===== src/rtl/virtual_ds2431_pkg.sv =====
// Shared definitions for the virtual DS2431 memory-function layer: command codes,
// handler indices, dispatcher state encoding and the command decoder.
package virtual_ds2431_pkg;

  localparam logic [7:0] CMD_WRITE_SP = 8'h0F;
  localparam logic [7:0] CMD_READ_SP  = 8'hAA;
  localparam logic [7:0] CMD_COPY_SP  = 8'h55;
  localparam logic [7:0] CMD_READ_MEM = 8'hF0;

  localparam logic [1:0] HDL_WRITE_SP = 2'd0;
  localparam logic [1:0] HDL_READ_SP  = 2'd1;
  localparam logic [1:0] HDL_COPY_SP  = 2'd2;
  localparam logic [1:0] HDL_READ_MEM = 2'd3;

  typedef enum logic [2:0] {
    ST_IDLE   = 3'd0,
    ST_RX_CMD = 3'd1,
    ST_RX_TA1 = 3'd2,
    ST_RX_TA2 = 3'd3,
    ST_RUN    = 3'd4,
    ST_HALT   = 3'd5
  } ds_state_e;

  typedef struct packed {
    logic       valid;
    logic       has_ta;
    logic [1:0] idx;
  } cmd_dec_t;

  // Commands that address memory carry TA1/TA2; the others collect their own bytes.
  function automatic cmd_dec_t decode_cmd(input logic [7:0] code);
    cmd_dec_t d;
    d = '{valid: 1'b0, has_ta: 1'b0, idx: HDL_WRITE_SP};
    case (code)
      CMD_WRITE_SP: d = '{valid: 1'b1, has_ta: 1'b1, idx: HDL_WRITE_SP};
      CMD_READ_SP:  d = '{valid: 1'b1, has_ta: 1'b0, idx: HDL_READ_SP};
      CMD_COPY_SP:  d = '{valid: 1'b1, has_ta: 1'b0, idx: HDL_COPY_SP};
      CMD_READ_MEM: d = '{valid: 1'b1, has_ta: 1'b1, idx: HDL_READ_MEM};
      default:      d = '{valid: 1'b0, has_ta: 1'b0, idx: HDL_WRITE_SP};
    endcase
    return d;
  endfunction

  function automatic logic [3:0] hdl_onehot(input logic [1:0] idx);
    return 4'b0001 << idx;
  endfunction

endpackage


===== src/rtl/virtual_ds2431_edge_det.sv =====
// Resettable rising-edge detector: one-cycle pulse when sig_i goes 0->1.
// The history flop clears on reset so a stale level never looks like a new edge.
module virtual_ds2431_edge_det (
  input  logic clk,
  input  logic rst,
  input  logic sig_i,
  output logic rise_o
);

  logic prev_q;

  always_ff @(posedge clk or posedge rst) begin
    if (rst) begin
      prev_q <= 1'b0;
    end else begin
      prev_q <= sig_i;
    end
  end

  assign rise_o = sig_i & ~prev_q;

endmodule


===== src/rtl/virtual_ds2431_mem_cmd_dispatch.sv =====
// Memory-function dispatcher: receives command (+TA1/TA2), runs one handler on the shared
// byte transport, then parks in HALT. Optional handler watchdog: DS2431_DISPATCH_WDT_EN.
module virtual_ds2431_mem_cmd_dispatch
  import virtual_ds2431_pkg::*;
#(
  parameter logic [23:0] WDT_CYCLES = 24'd4_000_000
) (
  input  logic        clk,
  input  logic        rst,
  input  logic        memFuncEn,
  input  logic        owResetPulse,
  input  logic [7:0]  rxDat,
  input  logic        ByteTransDone,
  output logic [7:0]  txDat,
  output logic        nRxTx,
  output logic        transTrig,
  output logic [7:0]  TA1,
  output logic [7:0]  TA2,
  output logic [3:0]  hdlRun,
  input  logic [3:0]  hdlDone,
  input  logic [31:0] hdlTxDat,
  input  logic [3:0]  hdlNRxTx,
  input  logic [3:0]  hdlTransTrig,
  output logic [3:0]  hdlByteDone,
  output logic        busy,
  output logic        cmdErr,
  output logic [2:0]  dbgState
);

  ds_state_e  state_q;
  logic       trig_q;
  logic [7:0] ta1_q;
  logic [7:0] ta2_q;
  logic [3:0] hdl_run_q;
  logic [1:0] sel_q;
  logic       cmd_err_q;

  logic       mfe_edge;
  logic       bt_edge;
  logic       done_edge;
  logic       done_sel;
  logic       abort;
  logic       wdt_hit;
  cmd_dec_t   cmd_dec;

  virtual_ds2431_edge_det u_mfe_edge (
    .clk    (clk),
    .rst    (rst),
    .sig_i  (memFuncEn),
    .rise_o (mfe_edge)
  );

  virtual_ds2431_edge_det u_bt_edge (
    .clk    (clk),
    .rst    (rst),
    .sig_i  (ByteTransDone),
    .rise_o (bt_edge)
  );

  assign done_sel = hdlDone[sel_q];

  virtual_ds2431_edge_det u_done_edge (
    .clk    (clk),
    .rst    (rst),
    .sig_i  (done_sel),
    .rise_o (done_edge)
  );

  assign cmd_dec = decode_cmd(rxDat);

  // A 1-Wire reset, or losing the memory-function phase, beats every other event.
  assign abort = owResetPulse | (~memFuncEn & (state_q != ST_IDLE));

`ifdef DS2431_DISPATCH_WDT_EN
  logic [23:0] wdt_q;
  logic [23:0] wdt_d;

  always_comb begin
    wdt_d = wdt_q + 24'd1;
    if ((state_q != ST_RUN) || bt_edge) begin
      wdt_d = 24'd0;
    end
  end

  always_ff @(posedge clk or posedge rst) begin
    if (rst) begin
      wdt_q <= 24'd0;
    end else begin
      wdt_q <= wdt_d;
    end
  end

  assign wdt_hit = (state_q == ST_RUN) && (wdt_q == (WDT_CYCLES - 24'd1));
`else
  // Watchdog compiled out: RUN ends only on handler done or abort.
  assign wdt_hit = (WDT_CYCLES == 24'd0) & 1'b0;
`endif

  always_ff @(posedge clk or posedge rst) begin
    if (rst) begin
      state_q   <= ST_IDLE;
      trig_q    <= 1'b0;
      ta1_q     <= 8'h00;
      ta2_q     <= 8'h00;
      hdl_run_q <= 4'b0000;
      sel_q     <= 2'd0;
      cmd_err_q <= 1'b0;
    end else begin
      trig_q <= 1'b0;
      if (abort) begin
        state_q   <= ST_IDLE;
        hdl_run_q <= 4'b0000;
        cmd_err_q <= 1'b0;
      end else begin
        case (state_q)
          ST_IDLE: begin
            if (mfe_edge) begin
              state_q <= ST_RX_CMD;
              trig_q  <= 1'b1;
            end
          end
          ST_RX_CMD: begin
            if (bt_edge) begin
              sel_q <= cmd_dec.idx;
              if (!cmd_dec.valid) begin
                state_q   <= ST_HALT;
                cmd_err_q <= 1'b1;
              end else if (cmd_dec.has_ta) begin
                state_q <= ST_RX_TA1;
                trig_q  <= 1'b1;
              end else begin
                state_q   <= ST_RUN;
                hdl_run_q <= hdl_onehot(cmd_dec.idx);
              end
            end
          end
          ST_RX_TA1: begin
            if (bt_edge) begin
              ta1_q   <= rxDat;
              state_q <= ST_RX_TA2;
              trig_q  <= 1'b1;
            end
          end
          ST_RX_TA2: begin
            if (bt_edge) begin
              ta2_q     <= rxDat;
              state_q   <= ST_RUN;
              hdl_run_q <= hdl_onehot(sel_q);
            end
          end
          ST_RUN: begin
            if (done_edge) begin
              state_q   <= ST_HALT;
              hdl_run_q <= 4'b0000;
            end else if (wdt_hit) begin
              state_q   <= ST_HALT;
              hdl_run_q <= 4'b0000;
              cmd_err_q <= 1'b1;
            end
          end
          ST_HALT: begin
            state_q <= ST_HALT;
          end
          default: begin
            state_q   <= ST_IDLE;
            hdl_run_q <= 4'b0000;
          end
        endcase
      end
    end
  end

  // Transport belongs to the selected handler only while in RUN.
  always_comb begin
    txDat       = 8'hFF;
    nRxTx       = 1'b0;
    transTrig   = trig_q;
    hdlByteDone = 4'b0000;
    if (state_q == ST_RUN) begin
      txDat       = hdlTxDat[{sel_q, 3'b000} +: 8];
      nRxTx       = hdlNRxTx[sel_q];
      transTrig   = hdlTransTrig[sel_q];
      hdlByteDone = hdl_onehot(sel_q) & {4{ByteTransDone}};
    end
    if (abort) begin
      transTrig = 1'b0;
    end
  end

  assign TA1      = ta1_q;
  assign TA2      = ta2_q;
  assign hdlRun   = hdl_run_q;
  assign busy     = (state_q != ST_IDLE);
  assign cmdErr   = cmd_err_q;
  assign dbgState = state_q;

endmodule


===== config.mk =====
export PLATFORM = sky130hd
export DESIGN_NAME = virtual_ds2431_mem_cmd_dispatch
export DESIGN_NICKNAME = d
export VERILOG_FILES = /design/src/rtl/virtual_ds2431_pkg.sv /design/src/rtl/virtual_ds2431_edge_det.sv /design/src/rtl/virtual_ds2431_mem_cmd_dispatch.sv
export SDC_FILE = /design/constraint.sdc
export NUM_CORES = 1
export LEC_CHECK = 0
export BUFFER_PORTS_ARGS = -buffer_cell sky130_fd_sc_hd__buf_2
export CORE_ASPECT_RATIO = 0.7
export CORE_UTILIZATION = 45
export CTS_CLUSTER_DIAMETER = 150
export DETAILED_ROUTE_END_ITERATION = 7
export GPL_ROUTABILITY_DRIVEN = 0
export PLACE_DENSITY = 0.89
export REMOVE_ABC_BUFFERS = 1
export SYNTH_ARGS = -nofsm -noshare
export SYNTH_HDL_FRONTEND = slang
export SYNTH_SLANG_ARGS = --single-unit

===== constraint.sdc =====
create_clock -name clk -period 2.4 [get_ports clk]
set_input_delay 0.36 -clock clk [delete_from_list [all_inputs] [get_ports clk]]
set_output_delay 0.36 -clock clk [all_outputs]
set_load 0.005 [all_outputs]

Word-level counts from Yosys, hierarchy flattened
Cells that the tools add are included.
Widths: inputs -> output; s select.

word-level totals
  register bits after elaboration = 30
  bits of input ports = 57
  output and inout bits = 39
  logic and storage cells = 93

cells by class
  $lt $le $gt $ge = 1
  equality and inequality tests = 18
  shifts and indexed selects = 3
  muxes and demuxes = 39
  bitwise operators = 11
  reduce and logical (&&, ||, !) cells = 11

operators by type and width
  cell                 count
  $pmux 4 s4           2
  $shiftx 32x6->8      1
  $mux 4               7
  $mux 3               8
  $ne 3x3->1 const B   7
  $pmux 3 s6           1
  $eq 8x8->1 const B   2
  $mux 1               16
  $reduce_and 3->1     4
  $eq 8x4->1 const B   1
  $eq 8x7->1 const B   1
  $mux 8               1
  $shl 1x2->4 const A  2
  $bmux 1 s2           3
  $eq 3x2->1 const B   2
  $eq 3x3->1 const B   2
  $reduce_and 6->1     1
  $not 1->1            5
  $reduce_and 5->1     1
  $and 1x1->1          4
  $and 4x4->4          1
  $reduce_bool 2->1    2
  $eq 3x1->1 const B   1
  $logic_not 3->1      1
  7 further kinds      7

Logic depth before layout (Yosys ltp)
Gate-level depths: netlist (run 1).

  word-level depth = 8
  gate-level depth with buffers = 6
  gate-level depth less buffers = 5

Modules after synthesis
A second synthesis (run 1) with hierarchy kept.

second synthesis, totals
  cell total of the unflattened synthesis = 168
  area, all modules = 1968.1 um^2

by module, submodules not included
  module                           instances  cells each  area an instance (um^2)  seq. area each (um^2)
  virtual_ds2431_mem_cmd_dispatch  1          159         1840.5                   675.6
  virtual_ds2431_edge_det          3          3           42.5                     25.0

Worst setup path before layout (run 1)
OpenSTA, ideal clock, no wires.

  kind = reg2out
  start point = register sel_q[0]
  end point = output transTrig
  arrival = 1.647 ns
  data required time = 2.040 ns
  slack = 0.393 ns
  stages on the path, launching flop included = 6
  buffers on the path = 2
  cell sequence = dfrtp_1 > buf_2 > clkbuf_1 > mux4_2 > mux2i_1 > nor2_1

between the ends
  longest elaborated chain between the ends = 4

ends and longest elaborated chain
  what                          RTL line                                RTL
  start: declaration            virtual_ds2431_mem_cmd_dispatch.sv:35   logic [1:0] sel_q;
  start signal: assignment      virtual_ds2431_mem_cmd_dispatch.sv:124  sel_q <= cmd_dec.idx;
  $bmux 1 s2                    virtual_ds2431_mem_cmd_dispatch.sv:182  transTrig = hdlTransTrig[sel_q];
  $mux 1 (not written as such)  virtual_ds2431_mem_cmd_dispatch.sv:182
  $mux 1                        virtual_ds2431_mem_cmd_dispatch.sv:179  if (state_q == ST_RUN) begin
  $mux 1                        virtual_ds2431_mem_cmd_dispatch.sv:185  if (abort) begin
  end: declaration              virtual_ds2431_mem_cmd_dispatch.sv:16   output logic transTrig,

No other way between the ends. The select of a mux whose other input is x is not followed.

Worst setup path after layout (run 1)
  start point = register state_q[1], in the netlist dbgState[1]
  end point = output transTrig

between the ends
  longest elaborated chain between the ends = 4
  elaborated cells between the ends (all ways) = 6
  classes of those cells = eq/ne (1); mux (2); bitwise (2); reduce/logical (1)

ends and longest elaborated chain
  what                      RTL line                                RTL
  start: declaration        virtual_ds2431_mem_cmd_dispatch.sv:30   ds_state_e state_q;
  start signal: assignment  virtual_ds2431_mem_cmd_dispatch.sv:101  state_q <= ST_IDLE;
  start signal: assignment  virtual_ds2431_mem_cmd_dispatch.sv:111  state_q <= ST_IDLE;
  start signal: assignment  virtual_ds2431_mem_cmd_dispatch.sv:118  state_q <= ST_RX_CMD;
  $reduce_bool 3->1         virtual_ds2431_mem_cmd_dispatch.sv:72   assign abort = owResetPulse | (~memFuncEn & (state_q != ST_IDLE));
  $and 1x1->1               virtual_ds2431_mem_cmd_dispatch.sv:72
  $or 1x1->1                virtual_ds2431_mem_cmd_dispatch.sv:72
  $mux 1 *                  virtual_ds2431_mem_cmd_dispatch.sv:185

Mark *: on every way between the ends. The rest lies on a longest branch, timed or not.

==> metrics.md, run 1 <==
| Metric | Value |
|---|---|
| Initial antenna violation count | 0 |
| # H-tree levels | 2 |
| Drt initial violations | 154 |
| Crit path from | dbgState[1]$_DFFE_PP0P_ |
| CTS clk-pin slew, worst paths | 0.07 ns |
| Synthesized instance count | 163 |
| FF+latch count, synth | 30 |
| Reg2Reg Capture Point | hdlRun[1]$_DFFE_PP0P_ |
| GRT Total Usage | 25.91% |
| Starting Density | 46.89% |
| Synth Area in Compound Gates | 11.97% |
| Die H | 55.49 µm |
| Combinational power share | 17.3% |
| Fraction of registers with async set or reset after synthesis | 100.0% |
| LEAKAGE | 1.274 nW |
| R2R Setup Slk | 0.25 ns |
| Syn Area/Cell | 11.28 µm² |
| Core Rows | 19 |
| Adder-Cell Fraction of Synth Area | 0% |
| Clock Tree Root | clkbuf_8 |
| VDD IR-drop max | 0.4314 mV |
| Worst Hold Slack | 0.1478 ns |
| DIE WIDTH | 78.41 µm |
| Int Pwr | 1.115 mW |
| Drt first pass iters | 4 |
| Clock share of power | 43.4% |
| Final period util | 93.77% |
| Total wire length | 5162 µm |
| CTS tree | built |
| Switching Power | 0.3598 mW |
| Worst-Margin Slew | 0.6327 ns |
| Yosys Warn Count | 0 |
| GRT overflow | 0 |
| Die ar. | 0.004351 mm² |
| Nets | 324 |
| Worst relative slew slack | 57.82% |
| # DRC | 0 |
| Reg2Reg Depth | 6 |
| Post-layout minimum cycle time | 2.251 ns |
| Multiplexer share of the synthesized area | 24.90% |
| Vias per inst | 5.556 |
| Synth-to-Final Area Change | 39.59% |
| CP Capture Type | primary output |
| Crit path DAT | 1.89 ns |
| Max FO, Critical Path | 10 |
| TritonCTS Buffers | 5 |
| Combinational family with the most area after synthesis | multiplexers |
| PD cells | 574.6 mW/mm² |
| Final setup vio count | 0 |
| Status | complete, no violations |
| Maxcap violations | 0 |
| Critical path type | reg -> out |
| Post-synth EDFFs | 0 |
| Setup repair bufs after CTS | 0 |
| Slew Viols, Final | 0 |
| CTS max path bufs | 2 |
| Mapped cell area | 0.001839 mm² |
| Net Sw Frac | 24.39% |
| Highest clock rate | 0.4443 GHz |
| Top FF cell, synth | dfrtp_1 |
| Hold Violations, Final | 0 |
| RSZ-0062 raised after global routing | no |
| Clock sinks | 30 |
| Setup TNS | 0 ns |
| Vias in the first global route | 1773 |
| CP startpoint kind | flip-flop |
| I/O Pins | 96 |
| Hold WC Path Type | in -> async |
| Input/output buffers | 95 |
| First-pass GRT wire length | 8542 µm |
| Critical Path Sink | transTrig |
| CTS Hold Buffers Added | 0 |
| Placeable Area | 0.003923 mm² |
| Setup Skew | 0.007382 ns |
| Simple-gate share of the synthesized area | 18.71% |
| Antenna viol nets, final | 0 |
| Via Count | 1778 |
| Ant. Diodes | 0 |
| Placed wire-length estimate | 3882 µm |
| Pin count of the biggest net entering global routing | 31 |
| Synth cell types | 37 |
| Reg-to-Reg Start | dbgState[1]$_DFFE_PP0P_ |
| Seq pwr share | 39.3% |
| Clk Latency, worst-skew pair | 0.28 ns |
| Routed len/inst | 16.13 µm |
| CTS resizes | 0 |
| Seq/Total Area, Yosys | 40.82% |
| Worst Path Required | 2.04 ns |
| Synth Area in XOR/XNOR | 0% |
| Share of post-route cells with drive strength above 1 | 56.72% |
-- flip-flops by register name (all words and copies together) (netlist names), 2 cells and up --
register / flops
TA1: 8
TA2: 8
hdlRun: 4
dbgState: 3
sel_q: 2
-- synthesized netlist by cell type (3+ instances only) --
master | n | area, µm²
dfrtp_1 | 30 | 750.7
mux2_2 | 18 | 202.7
nor2_1 | 14 | 52.55
mux4_2 | 10 | 225.2
nand2b_1 | 9 | 56.30
clkbuf_1 | 6 | 22.52
nor3_1 | 6 | 30.03
a21oi_1 | 5 | 25.02
nand2_1 | 5 | 18.77
o21ai_0 | 5 | 25.02
a31oi_1 | 4 | 25.02
inv_1 | 4 | 15.01
nand3_1 | 4 | 20.02
nor2b_1 | 4 | 25.02
nor4bb_1 | 4 | 40.04
a22o_1 | 3 | 26.28
a32o_1 | 3 | 30.03
mux2i_1 | 3 | 30.03
nor3_4 | 3 | 48.80
-- worst max-delay path: stages (launching register included) --
cell and delay, ns:
dfrtp_1 0.42, buf_4 0.18, clkinv_1 0.06, buf_4 0.15
and3_1 0.20, buf_4 0.20, mux2i_1 0.21, nor2_1 0.06
buf_2 0.13
-- power groups by stage --
stage                     Clock (mW)  Combinational (mW)  Sequential (mW)
after floorplan                    0               0.150            0.579
after global placement             0               0.241            0.585
after detailed placement           0               0.252            0.587
after CTS                      0.649               0.254            0.580
after global routing           0.671               0.280            0.585
final                          0.640               0.255            0.580
-- per-layer routing --
| metal | up-vias | GRT usage, % | wire (µm) |
|---|---|---|---|
| met3 | 10 | 5.124 | 372 |
| li1 | 823 | - | - |
| met4 | 0 | 8.201 | 93 |
| met5 | - | 0 | 0 |
| met1 | 860 | 36.33 | 2299 |
| met2 | 85 | 40.60 | 2398 |
-- cells in the final DEF, fill, tap and decap left out, types with 3 or more instances in the layout --
cell type and instances:
mux4_2 10, nand3_1 4, buf_4 12, dfrtp_1 28, a21oi_1 5, nand2_1 5, a22o_1 3, nor2b_1 4
nand2b_1 9, a32o_1 3, inv_1 4, mux2i_1 3, buf_2 95, nor3_4 3, a31oi_1 4, clkbuf_8 6
nor3_1 6, nor2_1 14, nor4bb_1 4, o21ai_0 5, mux2_2 18
-- how the worst min path moves through the flow --
stage                              from                          to  cells after the start
final                               rst          TA2[1]$_DFFE_PP0P_                      3
after global routing                rst       hdlRun[1]$_DFFE_PP0P_                      3
after CTS                           rst       hdlRun[1]$_DFFE_PP0P_                      3
after detailed placement            rst       hdlRun[1]$_DFFE_PP0P_                      3
after global placement              rst       hdlRun[0]$_DFFE_PP0P_                      3
after floorplan           ByteTransDone  u_bt_edge.prev_q$_DFF_PP0_                      0
-- area by class of cell --
type,count,area (µm²)
Timing Repair Buffer,107,565.5
Sequential cell,30,753.2
Fill cell,312,1355
Clock buffer,6,82.58
Tap cell,52,65.06
Clock inverter,2,60.06
Inverter,5,18.77
Multi-Input combinational cell,118,1022
-- logic make-up (layout without fill, tap and decap cells) --
family	count (synthesis)	count (layout)
simple gates	56	56
flops	30	30
buf+inv	15	120
mux	31	31
compound gates	31	31
-- per-stage QoR --
| stage | setup slack [ns] | utilization (%) | instances | total power, mW | instance area [µm²] |
|---|---|---|---|---|---|
| after floorplan | 0.3222 | - | 153 | 0.7288 | 1792 |
| final | 0.1495 | 65.45 | 320 | 1.475 | 2567 |
| after CTS | 0.002815 | 65.39 | 320 | 1.483 | 2565 |
| after global placement | 0.3299 | 61.75 | 312 | 0.8261 | 2422 |
| after detailed placement | 0.2203 | 61.75 | 312 | 0.8387 | 2422 |
| after global routing | 0.01979 | 65.45 | 320 | 1.536 | 2567 |
(Power assumes the default switching activity.)
==> inputs of run 2 (changes only) <==
Settings changed: ABC_AREA set to 0, PLACE_DENSITY 0.89 to 0.87, SYNTH_HIERARCHICAL set to 1.
==> run 2 against run 1 <==
Net effect:
- critical path depth shrank 3
- cell count increased by 0.63%
- clock-buffer cell count fell by 1
- via count is 1.7% lower
- critical endpoint unchanged
- largest power group is now combinational cells
- highest routed layer unchanged
==> metrics.md, run 2 <==
| Metric | Value |
|---|---|
| Worst Path Required | 2.04 ns (about the same) |
| Input/output buffers | 95 (unchanged) |
| Nets | 326 (+0.62%) |
| CTS tree | built |
| Vias in the first global route | 1724 (-2.8%) |
| Starting Density | 48.41% (+1.5 points) |
| Die ar. | 0.004646 mm² (+6.8%) |
| Commonest non-fill, non-tap cell in the layout | buf_2 |
| Total power | 1.856 mW (+26%) |
| Synth-to-Final Area Change | 33.25% |
| Syn Area/Cell | 11.72 µm² (+3.8%) |
| Synth top area share | 38.14% (-2.7 points) |
| RSZ-0062 raised after global routing | no |
| TritonCTS Buffers | 5 (unchanged) |
| Placed cell count | 313 (+0.32%) |
| I/O Pins | 96 (unchanged) |
| Filler Cells Inserted | 324 (+3.8%) |
| VDD IR-drop max | 0.6150 mV (+43%) |
| Critical path type | reg -> out |
| Clock Tree Root | clkbuf_8 |
| Initial antenna violation count | 0 (unchanged) |
| Synth cell types | 50 (+35%) |
| PD cells | 707.7 mW/mm² (+23%) |
| # H-tree levels | 2 (unchanged) |
| Via Count | 1747 (-1.7%) |
| Seq/Total Area, Yosys | 38.14% (-2.7 points) |
| Net Sw Frac | 32.72% (+8.3 points) |
| Pin count of the biggest net entering global routing | 18 (-42%) |
| Highest routed layer | met4 |
| Top FF cell, synth | dfrtp_1 |
| Fraction of registers with async set or reset after synthesis | 100.0% (unchanged) |
| Reg area | 750.7 µm² (-0.33%) |
| Total wire length | 5094 µm (-1.3%) |
| Status | complete, no violations |
| Post-layout minimum cycle time | 2.214 ns (-0.03688 ns) |
| Slew Viols, Final | 0 (unchanged) |
| Worst-Margin Slew | 0.5565 ns (-0.07623 ns) |
| Clock share of power | 27.0% (-16 points) |
| Top post-synthesis cells by area | dfrtp_1 38%, mux4_2 13%, mux2_2 9.2% |
| Die H | 57.33 µm (+3.3%) |
| Reg-to-Reg Start | sel_q[0]$_DFFE_PP0P_ |
| Clock sinks | 30 (unchanged) |
| Setup Skew | 0.003737 ns (-0.003646 ns) |
| Dominant cell by count in the synthesized netlist | dfrtp_1 |
| Seq pwr share | 32.6% (-6.7 points) |
| Drt first pass iters | 4 (unchanged) |
| CTS clk-pin slew, worst paths | 0.06 ns (about the same) |
| Final period util | 92.23% (-1.5 points) |
| LEAKAGE | 1.293 nW (+1.5%) |
| Top post-synthesis cells by count | 30 x dfrtp_1, 16 x mux2_2, 11 x mux4_2 |
| Hold Violations, Final | 0 (unchanged) |
| Core Rows | 19 (unchanged) |
| Pre-CTS setup slack | 0.3723 ns (+0.1520 ns) |
| CP Capture Type | primary output |
| First-pass GRT wire length | 8362 µm (-2.1%) |
| Antenna viol nets, final | 0 (unchanged) |
| # DRC | 0 (unchanged) |
| Max FO, Critical Path | 16 (+6) |
| Clk Latency, worst-skew pair | 0.28 ns (about the same) |
| Placeable Area | 0.004065 mm² (+3.6%) |
| CTS Hold Buffers Added | 1 (+1) |
| FF+latch count, synth | 30 (unchanged) |
| Synthesized instance count | 168 (+3.1%) |
| Post-synth EDFFs | 0 (unchanged) |
| Hold WC Path Type | in -> reg |
| Worst hold start | ByteTransDone |
| Vias per inst | 5.425 (-2.4%) |
| Setup repair bufs after CTS | 0 (unchanged) |
| DIE WIDTH | 81.05 µm (+3.4%) |
| Area of the multi-input gates | 0.001119 mm² (+9.4%) |
| CP startpoint kind | flip-flop |
| Combinational power share | 40.4% (+23 points) |
| Yosys top cell by area | dfrtp_1 |
| Drt initial violations | 99 (-36%) |
| CTS max path bufs | 2 (unchanged) |
| Routed wl met3 | 281 µm (-24%) |
| Highest clock rate | 0.4517 GHz (+1.7%) |
| GRT overflow | 0 (unchanged) |
| CTS resizes | 0 (unchanged) |
| Setup TNS | 0 ns (unchanged) |
| Routed len/inst | 15.82 µm (-1.9%) |
| Switching Power | 0.6073 mW (+69%) |
| Final Non-Filler Cells | 322 (+0.63%) |
| Met1 wire length | 2453 µm (+6.7%) |
| Int Pwr | 1.249 mW (+12%) |
| Worst relative slew slack | 62.82% (+5.0 points) |
| Crit path from | sel_q[0]$_DFFE_PP0P_ |
| Commonest cells after routing, fill and taps aside | 95 x buf_2, 30 x dfrtp_1, 16 x mux2_2 |
| Mapped cell area | 0.001968 mm² (+7.0%) |
| Final setup vio count | 0 (unchanged) |
| Worst Slack Setup Final | 0.1864 ns (+0.03688 ns) |
| Wire length on met2 | 2321 µm (-3.2%) |
| Crit path DAT | 1.85 ns (-0.04 ns) |
| Maxcap violations | 0 (unchanged) |
| Placed wire-length estimate | 4085 µm (+5.2%) |
| Ant. Diodes | 0 (unchanged) |
| GRT Total Usage | 24.34% (-1.6 points) |
| Share of post-route cells with drive strength above 1 | 56.30% (-0.42 points) |
| Yosys Warn Count | 6 (+6) |
[run 2: power groups by stage]
stage / sequential [mW] / combinational [mW] / clock, mW
5_1_grt: 0.610 / 0.823 / 0.547
4_1_cts: 0.604 / 0.754 / 0.512
3_3_place_gp: 0.608 / 0.729 / 0
2_1_floorplan: 0.678 / 0.441 / 0
6_report: 0.605 / 0.751 / 0.501
3_5_place_dp: 0.613 / 0.749 / 0
[run 2: cell type report]
type / instances / share of cell area (%)
clock inverters: 3 / 1.527
well taps: 52 / 2.481
repair buffers: 104 / 20.80
inverters: 9 / 1.288
multi-input cells: 119 / 42.65
flip-flops and latches: 30 / 28.63
clock buffers: 5 / 2.624
[run 2: logic make-up after synthesis]
logic type,count (synthesis),synth area share [%]
multiplexers,34,25.30
AND/OR/NAND/NOR,62,22.82
buffers and inverters,19,5.022
flip-flops,30,38.14
AO/OA/AOI/OAI,22,8.202
adder cells (fa/ha/maj),1,0.5086
[run 2: routing by layer]
layer | track usage (%) | vias to the layer above
met3 | 8.000 | 5
met5 | 0 | -
li1 | - | 832
met4 | 6.633 | 0
met2 | 37.09 | 61
met1 | 33.33 | 849
[run 2: metrics by stage]
stage	hold WS, ns	cell area, µm²	util (%)
finish	0.2214	2623	64.51
global route	0.2163	2623	64.51
CTS	0.2183	2623	64.51
detailed placement	0.2368	2504	61.59
global placement	0.2312	2504	61.59
floorplan	0.08871	1903	-
[run 2: final timing paths]
path                                                    to  slack [ns]  cells past startpoint
worst min register to register          TA2[5]$_DFFE_PP0P_        0.50                      1
max in group asynchronous               TA2[3]$_DFFE_PP0P_        1.14                      4
worst min-delay path            u_bt_edge/prev_q$_DFF_PP0_        0.22                      1
min in group asynchronous       u_bt_edge/prev_q$_DFF_PP0_        0.51                      3
worst max register to register       hdlRun[1]$_DFFE_PP0P_        0.41                      5
worst max-delay path                             transTrig        0.19                      5
[run 2: worst max-delay path, stage by stage, from the launching register on]
cell	delay, ns
dfrtp_1	0.38
buf_4	0.27
mux4_2	0.55
mux2i_1	0.17
nor2_1	0.07
buf_2	0.12
